--- config.mk ---
export PLATFORM = sky130hd
export DESIGN_NAME = dataram_arbiter
export DESIGN_NICKNAME = d
export VERILOG_FILES = /design/src/rtl/arb_pkg.sv /design/src/rtl/burst_counter.sv /design/src/rtl/dataram_arbiter.sv
export SDC_FILE = /design/constraint.sdc
export NUM_CORES = 1
export LEC_CHECK = 0
export BUFFER_PORTS_ARGS = -buffer_cell sky130_fd_sc_hd__buf_4
export CAP_MARGIN = 20
export CORE_AREA = 2 2 104 106
export CTS_BUF_LIST = sky130_fd_sc_hd__clkbuf_16
export CTS_CLUSTER_DIAMETER = 40
export DETAILED_ROUTE_END_ITERATION = 7
export DIE_AREA = 0 0 106 108
export GPL_TIMING_DRIVEN = 0
export HOLD_SLACK_MARGIN = 0.02
export PLACE_DENSITY_LB_ADDON = 0.05
export SLEW_MARGIN = 20
export SYNTH_ARGS = -nofsm -noshare
export SYNTH_HDL_FRONTEND = slang
export SYNTH_SLANG_ARGS = --single-unit
--- constraint.sdc ---
create_clock -name clock -period 3.1 [get_ports clock]
set_input_delay 0.465 -clock clock [delete_from_list [all_inputs] [get_ports clock]]
set_output_delay 0.465 -clock clock [all_outputs]
set_load 0.01 [all_outputs]
--- src/rtl/arb_pkg.sv ---
// Shared types and constants for the data RAM arbiter.
package arb_pkg;

   // Owner of the most recent grant; DMA_LOCKED marks a DMA burst under lock.
   typedef enum logic [1:0] {
      CORE_LAST  = 2'd0,
      DMA_LAST   = 2'd1,
      DMA_LOCKED = 2'd2
   } arb_state_t;

   // Port identifiers used by the read-return tag.
   localparam logic PORT_CORE = 1'b0;
   localparam logic PORT_DMA  = 1'b1;

   // Width of the burst counter.
   localparam int BURST_W = 8;

endpackage

--- src/rtl/burst_counter.sv ---
// Saturating burst counter with clear, increment and a MAXBURST compare.
module burst_counter
   import arb_pkg::*;
#(
   parameter int MAXBURST = 8
) (
   input  logic               clock,
   input  logic               reset,
   input  logic               clr,
   input  logic               inc,
   output logic [BURST_W-1:0] count,
   output logic               at_max
);

   localparam logic [BURST_W-1:0] MAX_VAL = BURST_W'(MAXBURST);

   logic [BURST_W-1:0] count_reg;
   logic [BURST_W-1:0] count_next;

   // Clear wins over increment; increment stops at MAXBURST.
   always_comb begin
      count_next = count_reg;
      if (clr) begin
         count_next = '0;
      end else if (inc && (count_reg != MAX_VAL)) begin
         count_next = count_reg + 1'b1;
      end
   end

   // Counter register with synchronous reset.
   always_ff @(posedge clock) begin
      if (reset) begin
         count_reg <= '0;
      end else begin
         count_reg <= count_next;
      end
   end

   assign count  = count_reg;
   assign at_max = (count_reg == MAX_VAL);

endmodule

--- src/rtl/dataram_arbiter.sv ---
// Shares the single-port data RAM between the core load/store port and the
// DMA port. Grants are combinational; round-robin with a bounded DMA lock.
module dataram_arbiter
   import arb_pkg::*;
#(
   parameter int WIDTH    = 32,
   parameter int MAXBURST = 8
) (
   input  logic             clock,
   input  logic             reset,
   // core port
   input  logic             c_req,
   input  logic             c_we,
   input  logic [WIDTH-1:0] c_addr,
   input  logic [WIDTH-1:0] c_wdata,
   output logic             c_gnt,
   output logic             c_rvalid,
   output logic             core_stall,
   // DMA port
   input  logic             d_req,
   input  logic             d_we,
   input  logic             d_lock,
   input  logic [WIDTH-1:0] d_addr,
   input  logic [WIDTH-1:0] d_wdata,
   output logic             d_gnt,
   output logic             d_rvalid,
   // shared read data
   output logic [WIDTH-1:0] rdata,
   // RAM side
   output logic             ram_en,
   output logic             ram_we,
   output logic [WIDTH-1:0] ram_addr,
   output logic [WIDTH-1:0] ram_wdata,
   input  logic [WIDTH-1:0] ram_rdata
);

   arb_state_t         state_reg;
   arb_state_t         state_next;
   logic               rd_valid_reg;
   logic               rd_port_reg;
   logic               cnt_clr;
   logic               cnt_inc;
   logic               burst_at_max;
   logic [BURST_W-1:0] burst_count;
   logic               dma_pref;

   burst_counter #(
      .MAXBURST (MAXBURST)
   ) u_burst (
      .clock  (clock),
      .reset  (reset),
      .clr    (cnt_clr),
      .inc    (cnt_inc),
      .count  (burst_count),
      .at_max (burst_at_max)
   );

   // Contention decision: DMA goes first after a core grant, or while a
   // locked burst has not yet used up its MAXBURST allowance.
   always_comb begin
      dma_pref = (state_reg == CORE_LAST) ||
                 ((state_reg == DMA_LOCKED) && !burst_at_max);
      c_gnt    = c_req && !(d_req && dma_pref);
      d_gnt    = d_req && !(c_req && !dma_pref);
   end

   // RAM mux: drive from whichever port is granted, zeros when idle.
   always_comb begin
      ram_en    = c_gnt || d_gnt;
      ram_we    = 1'b0;
      ram_addr  = '0;
      ram_wdata = '0;
      if (c_gnt) begin
         ram_we    = c_we;
         ram_addr  = c_addr;
         ram_wdata = c_wdata;
      end else if (d_gnt) begin
         ram_we    = d_we;
         ram_addr  = d_addr;
         ram_wdata = d_wdata;
      end
   end

   // Next owner and burst counter controls, evaluated on this cycle's grant.
   always_comb begin
      state_next = state_reg;
      cnt_clr    = 1'b0;
      cnt_inc    = 1'b0;
      if (c_gnt) begin
         state_next = CORE_LAST;
         cnt_clr    = 1'b1;
      end else if (d_gnt) begin
         if (d_lock) begin
            state_next = DMA_LOCKED;
            cnt_inc    = 1'b1;
         end else begin
            state_next = DMA_LAST;
            cnt_clr    = 1'b1;
         end
      end else if (!d_lock) begin
         cnt_clr = 1'b1;
      end
   end

   // Owner state and read-return tag; reset drops any outstanding rvalid.
   always_ff @(posedge clock) begin
      if (reset) begin
         state_reg    <= CORE_LAST;
         rd_valid_reg <= 1'b0;
         rd_port_reg  <= PORT_CORE;
      end else begin
         state_reg    <= state_next;
         rd_valid_reg <= ram_en && !ram_we;
         rd_port_reg  <= d_gnt ? PORT_DMA : PORT_CORE;
      end
   end

   assign core_stall = c_req && !c_gnt;
   assign c_rvalid   = rd_valid_reg && (rd_port_reg == PORT_CORE);
   assign d_rvalid   = rd_valid_reg && (rd_port_reg == PORT_DMA);
   assign rdata      = ram_rdata;

endmodule

-- Yosys cells after proc, flatten, opt, wreduce, memory -nomap -nowiden
Index checks and enable logic that the tools add are counted.
- bits of input ports: 167
- logic and storage cells: 43
- output and inout port bits: 103
- bits in registers: 12
- reduce and logical (&&, ||, !) cells: 21
- eq/ne operators: 3
- bitwise logic cells: 1
- add/sub/neg operators: 1
- mux-type cells: 13
- operators by type and width (cell ; number):
    $mux W32 ; 4
    $logic_and A1 B1 Y1 ; 10
    $add A8 B1 Y8 const B ; 1
    $eq A8 B4 Y1 const B ; 1
    $mux W1 ; 8
    $ne A8 B4 Y1 const B ; 1
    $logic_not A1 Y1 ; 6
    $reduce_or A2 Y1 ; 2
    $eq A2 B2 Y1 const B ; 1
    $logic_not A2 Y1 ; 1
    $logic_or A1 B1 Y1 ; 2
    $mux W2 ; 1
    $not A1 Y1 ; 1

-- Longest topological paths before layout
- word-level depth: 12
- mapped depth: 8
- gate-level depth less buffers: 6

-- Modules after synthesis
From an unflattened synthesis, not the netlist that was laid out.
- cell total of the unflattened synthesis: 185
- area total of the unflattened synthesis: 1540.2 µm²
- by module, submodules not included (module ; sequential area each (µm²) ; cells each ; area an instance (µm²) ; times used):
    dataram_arbiter ; 80.1 ; 136 ; 1128.6 ; 1
    burst_counter ; 160.2 ; 49 ; 411.6 ; 1

-- Worst setup path before layout
Ideal clock, no wire load.
- kind: flip-flop to output port
- from: register u_burst.count_reg[0] (netlist: u_burst.count[0])
- to: output port ram_addr[0]
- buffers on the path: 2
- stages on the path, launching flop included: 9
- data arrival time: 1.710 ns
- data required time: 2.635 ns
- path slack: 0.925 ns
- path through: dfxtp_1 -> inv_1 -> ha_1 -> nor3b_1 -> a31oi_4 -> nand2b_4 -> buf_6 -> buf_6 -> a22o_1
- longest elaborated chain between the ends: 10
- elaborated cells between the ends (all ways): 13
- those cells by class: eq/ne: 1; mux: 2; reduce/logical: 10
- ends and longest elaborated chain (element ; RTL line ; RTL):
    start: declaration ; burst_counter.sv:17 ; logic [BURST_W-1:0] count_reg;
    start signal: assignment ; burst_counter.sv:35 ; count_reg <= count_next;
    $eq A8 B4 Y1 * ; burst_counter.sv:40 ; assign at_max = (count_reg == MAX_VAL);
    $logic_not A1 Y1 * ; dataram_arbiter.sv:62 ; ((state_reg == DMA_LOCKED) && !burst_at_max);
    $logic_and A1 B1 Y1 * ; dataram_arbiter.sv:62 ;
    $logic_or A1 B1 Y1 * ; dataram_arbiter.sv:61 ; dma_pref = (state_reg == CORE_LAST) ||
    $logic_not A1 Y1 ; dataram_arbiter.sv:64 ; d_gnt = d_req && !(c_req && !dma_pref);
    $logic_and A1 B1 Y1 ; dataram_arbiter.sv:64 ;
    $logic_not A1 Y1 ; dataram_arbiter.sv:64 ;
    $logic_and A1 B1 Y1 ; dataram_arbiter.sv:64 ;
    $mux W32 ; dataram_arbiter.sv:77 ; end else if (d_gnt) begin
    $mux W32 * ; dataram_arbiter.sv:73 ; if (c_gnt) begin
    end: declaration ; dataram_arbiter.sv:32 ; output logic [WIDTH-1:0] ram_addr,
Mark *: on every way between the ends. The rest lies on a longest branch, timed or not.

-- Final worst setup path
- from: register u_burst.count_reg[0] (netlist: u_burst.count[0])
- to: output port ram_wdata[28]
- longest elaborated chain between the ends: 10
- elaborated cells between the ends (all ways): 13
- those cells by class: eq/ne: 1; mux: 2; reduce/logical: 10
- ends and longest elaborated chain (element ; RTL line ; RTL):
    $eq A8 B4 Y1 * ; burst_counter.sv:40 ;
    $logic_not A1 Y1 * ; dataram_arbiter.sv:62 ;
    $logic_and A1 B1 Y1 * ; dataram_arbiter.sv:62 ;
    $logic_or A1 B1 Y1 * ; dataram_arbiter.sv:61 ;
    $logic_not A1 Y1 ; dataram_arbiter.sv:64 ;
    $logic_and A1 B1 Y1 ; dataram_arbiter.sv:64 ;
    $logic_not A1 Y1 ; dataram_arbiter.sv:64 ;
    $logic_and A1 B1 Y1 ; dataram_arbiter.sv:64 ;
    $mux W32 ; dataram_arbiter.sv:77 ;
    $mux W32 * ; dataram_arbiter.sv:73 ;
    end: declaration ; dataram_arbiter.sv:33 ; output logic [WIDTH-1:0] ram_wdata,
Marks and branches as above.

==> flow_summary_export.csv <==
group,metric,value,unit
die,num_rows,37,
die,die_h,108,um
power_and_ir_drop,swShare,31.1,%
logic_synthesis,ys_ff_latch,12,
logic_synthesis,syn_inst,188,
critical_path,worst-path-buf-inv,4,
logic_synthesis,synth.distinct_cells,33,
sta,whs,0.441,ns
finish,seqCellArea,240,um2
critical_path,critPathLaunchType,"register",
route,final_antenna_net_count,0,
placed_design,port_buffers,237,
sta,worst_clock_skew,0.00440,ns
clock_network,cts_tree,"built",
global_route,grt_pass1_vias,2273,
sta,rsz0062_at_grt,"false",
power_and_ir_drop,switchingPower,301,uW
sta,worst_pin_slew,0.628,ns
power_and_ir_drop,p_int,668,uW
finish,largest_reg_flops,8,
sta,finalCritPeriodShare,90.9,%
flow_run,maxCapViolations,0,
logic_synthesis,ys_seq_area_share,15.2,%
sta,fin_tns_setup,0,ns
logic_synthesis,synth.top_cell.area_share,35.9,%
sta,hold_viol,0,
global_route,grt_pass1_wl,13600,um
sta,slew_headroom,57.9,%
logic_synthesis,netlist_area,0.00158,mm2
finish,nets,599,
die,fp.dieW,106,um
critical_path,cp_data_arrival_time,2.35,ns
clock_network,cts_root_buffer,"clkbuf_16",
critical_path,worst-setup-path-type,"reg -> out",
power_and_ir_drop,combPwrFrac,58.5,%
global_route,grt_remaining_overflow,0,
sta,maxSlewViolCount,0,
sta,final-setup-viol-count,0,
critical_path,crit_top_cell,"buf_6",
die,core-area,0.0102,mm2
route,wirelength,9620,um
finish,multi_input_area,980,um2
logic_synthesis,synth.largest_area_cell,"a22o_1",
global_route,grt_usage,15.3,%
route,drt-pass1-iter-count,4,
clock_network,worstSkewPairLatency,0.24,ns
power_and_ir_drop,ir_worst_vdd,302,uV
power_and_ir_drop,power_frac_seq,16.6,%
finish,fillCellCount,1073,
die,start_util,15.5,%
min_path,hold_class,"in -> reg",
route,drc_errors,0,
global_route,grt_start_max_net_pins,11,
die,dieArea,0.0114,mm2
route,viasPerCell,4.22,
route,drt_iter0_drc,125,
logic_synthesis,synthTopCellsByArea,"a22o_1 36%, buf_4 17%, dfxtp_1 15%",
sta,fin_crit,2.82,ns
logic_synthesis,synth_edf_count,0,
route,vias,2387,
finish,final_common_cell,"buf_4",
logic_synthesis,yosys_most_used_dff,"dfxtp_1",
die,ioPinCount,270,
placed_design,place_hpwl,8260,um
clock_network,cts-resized-gates,0,
finish,area_growth,128,%
critical_path,cp_cell_sequence,"inv_1, ha_1, nor3b_1, a31oi_4, nand2b_4, buf_6, buf_6, a22o_1, buf_4",
global_route,antenna_found_initial,0,
clock_network,cts-buffers-inserted,3,
critical_path,crit_slowest_cell,"nor3b_1",
power_and_ir_drop,pwr_density_cell,268,mW/mm2
finish,final_layout_size_suffix_gt1_share,67.6,%
clock_network,postCtsSetupBuffers,0,
logic_synthesis,avgSynthCellArea,8.43,um2
clock_network,cts.sinks,12,
placed_design,globalplace.congestion,0.775,
critical_path,end_kind,"primary output",
critical_path,critPathMaxFanout,10,
route,wl_per_cell,17.0,um
logic_synthesis,synth.net_count,357,
clock_network,htreeDepth,1,
sta,fmax,355,MHz
critical_path,cp_top_family,"simple AND/OR/NAND/NOR gates",
clock_network,holdBufCountCts,0,
logic_synthesis,async_reset_ff_share,0,%
finish,final_cell_mix,"272 x buf_4, 65 x a22o_1, 12 x dfxtp_1",
outcome,status,"finished, final reports clean",
finish,diodes,0,
power_and_ir_drop,leakage,0.00191,uW
critical_path,required,2.63,ns
clock_network,clockBufferDepth,2,
logic_synthesis,yosysWarnings,0,
critical_path,critical_path.max_stage_delay,0.47,ns
power_and_ir_drop,clockPowerShare,24.9,%
clock_network,clkTransAtPathRegs,0.05,ns
[synth_stat cells, types with 2 or more instances]
| cell type | n |
|---|---|
| nor4_1 | 4 |
| buf_2 | 6 |
| nor2_1 | 6 |
| a21oi_1 | 2 |
| a211oi_1 | 3 |
| and2_1 | 4 |
| nor2b_1 | 3 |
| nand3_1 | 2 |
| clkbuf_1 | 2 |
| nor3_1 | 3 |
| buf_4 | 35 |
| a22o_1 | 65 |
| nand2_1 | 8 |
| o21ai_0 | 2 |
| inv_1 | 5 |
| dfxtp_1 | 12 |
| buf_6 | 4 |
| ha_1 | 2 |
| xnor2_1 | 6 |
[worst paths after layout]
| path | startpoint | end | slack [ns] | depth (start not counted) |
|---|---|---|---|---|
| max reg2reg | u_burst.count[0] | u_burst.count[7] | 1.09 | 6 |
| min | d_we | rd_valid_reg | 0.44 | 2 |
| max | u_burst.count[0] | ram_wdata[28] | 0.28 | 9 |
| min reg2reg | state_reg[0] | state_reg[0] | 0.48 | 2 |
[layout make-up]
cell class | count | area share [%]
Tap cell | 136 | 4.71
Clock buffer | 3 | 2.08
Timing Repair Buffer | 237 | 49.3
Inverter | 5 | 0.520
Multi-Input combinational cell | 124 | 27.1
Clock inverter | 1 | 0.104
Buffer | 47 | 9.56
Sequential cell | 12 | 6.65
[metrics by stage]
| stage | util (%) | worst slack, ns | power [uW] | std cells | cell area [um2] |
|---|---|---|---|---|---|
| after CTS | 35.3 | 0.269 | 980 | 565 | 3610 |
| final | 35.3 | 0.284 | 969 | 565 | 3610 |
| after detailed placement | 34.5 | 0.548 | 733 | 561 | 3530 |
| after global placement | 34.5 | 0.542 | 735 | 561 | 3530 |
| after global routing | 35.3 | 0.0921 | 1020 | 565 | 3610 |
| after floorplan | - | 0.925 | 395 | 188 | 1580 |
[layer usage]
layer | global-route usage (%) | up-vias | part of all wire (%)
met2 | 26.1 | 130 | 49
li1 | - | 1170 | -
met3 | 6.81 | 10 | 12
met4 | 2.73 | 0 | 1.6
met5 | 0 | - | 0
met1 | 18.0 | 1077 | 38
[logic make-up after synthesis]
group,after synthesis,share of synthesized area (%)
DFF,12,15.2
buffers and inverters,52,23.0
AOI/OAI and AO/OA,77,41.9
and+or+nand+nor,38,14.5
xor gates and xnor gates,6,3.32
muxes,1,0.632
adders and majority gates,2,1.58
[worst reg2reg max path, stage by stage, from the launching register on]
cell,delay (ns)
dfxtp_1,0.35
inv_1,0.07
ha_1,0.13
nor3b_1,0.47
a31oi_4,0.20
o21ai_1,0.54
nor2_1,0.10
[power by group through the flow]
stage | registers (uW) | logic (uW) | clock network, uW
floorplan | 163 | 232 | 0
global placement | 164 | 571 | 0
detailed placement | 164 | 569 | 0
CTS | 161 | 571 | 248
global route | 161 | 605 | 255
finish | 161 | 567 | 241
Power figures use the tool's default switching activity.
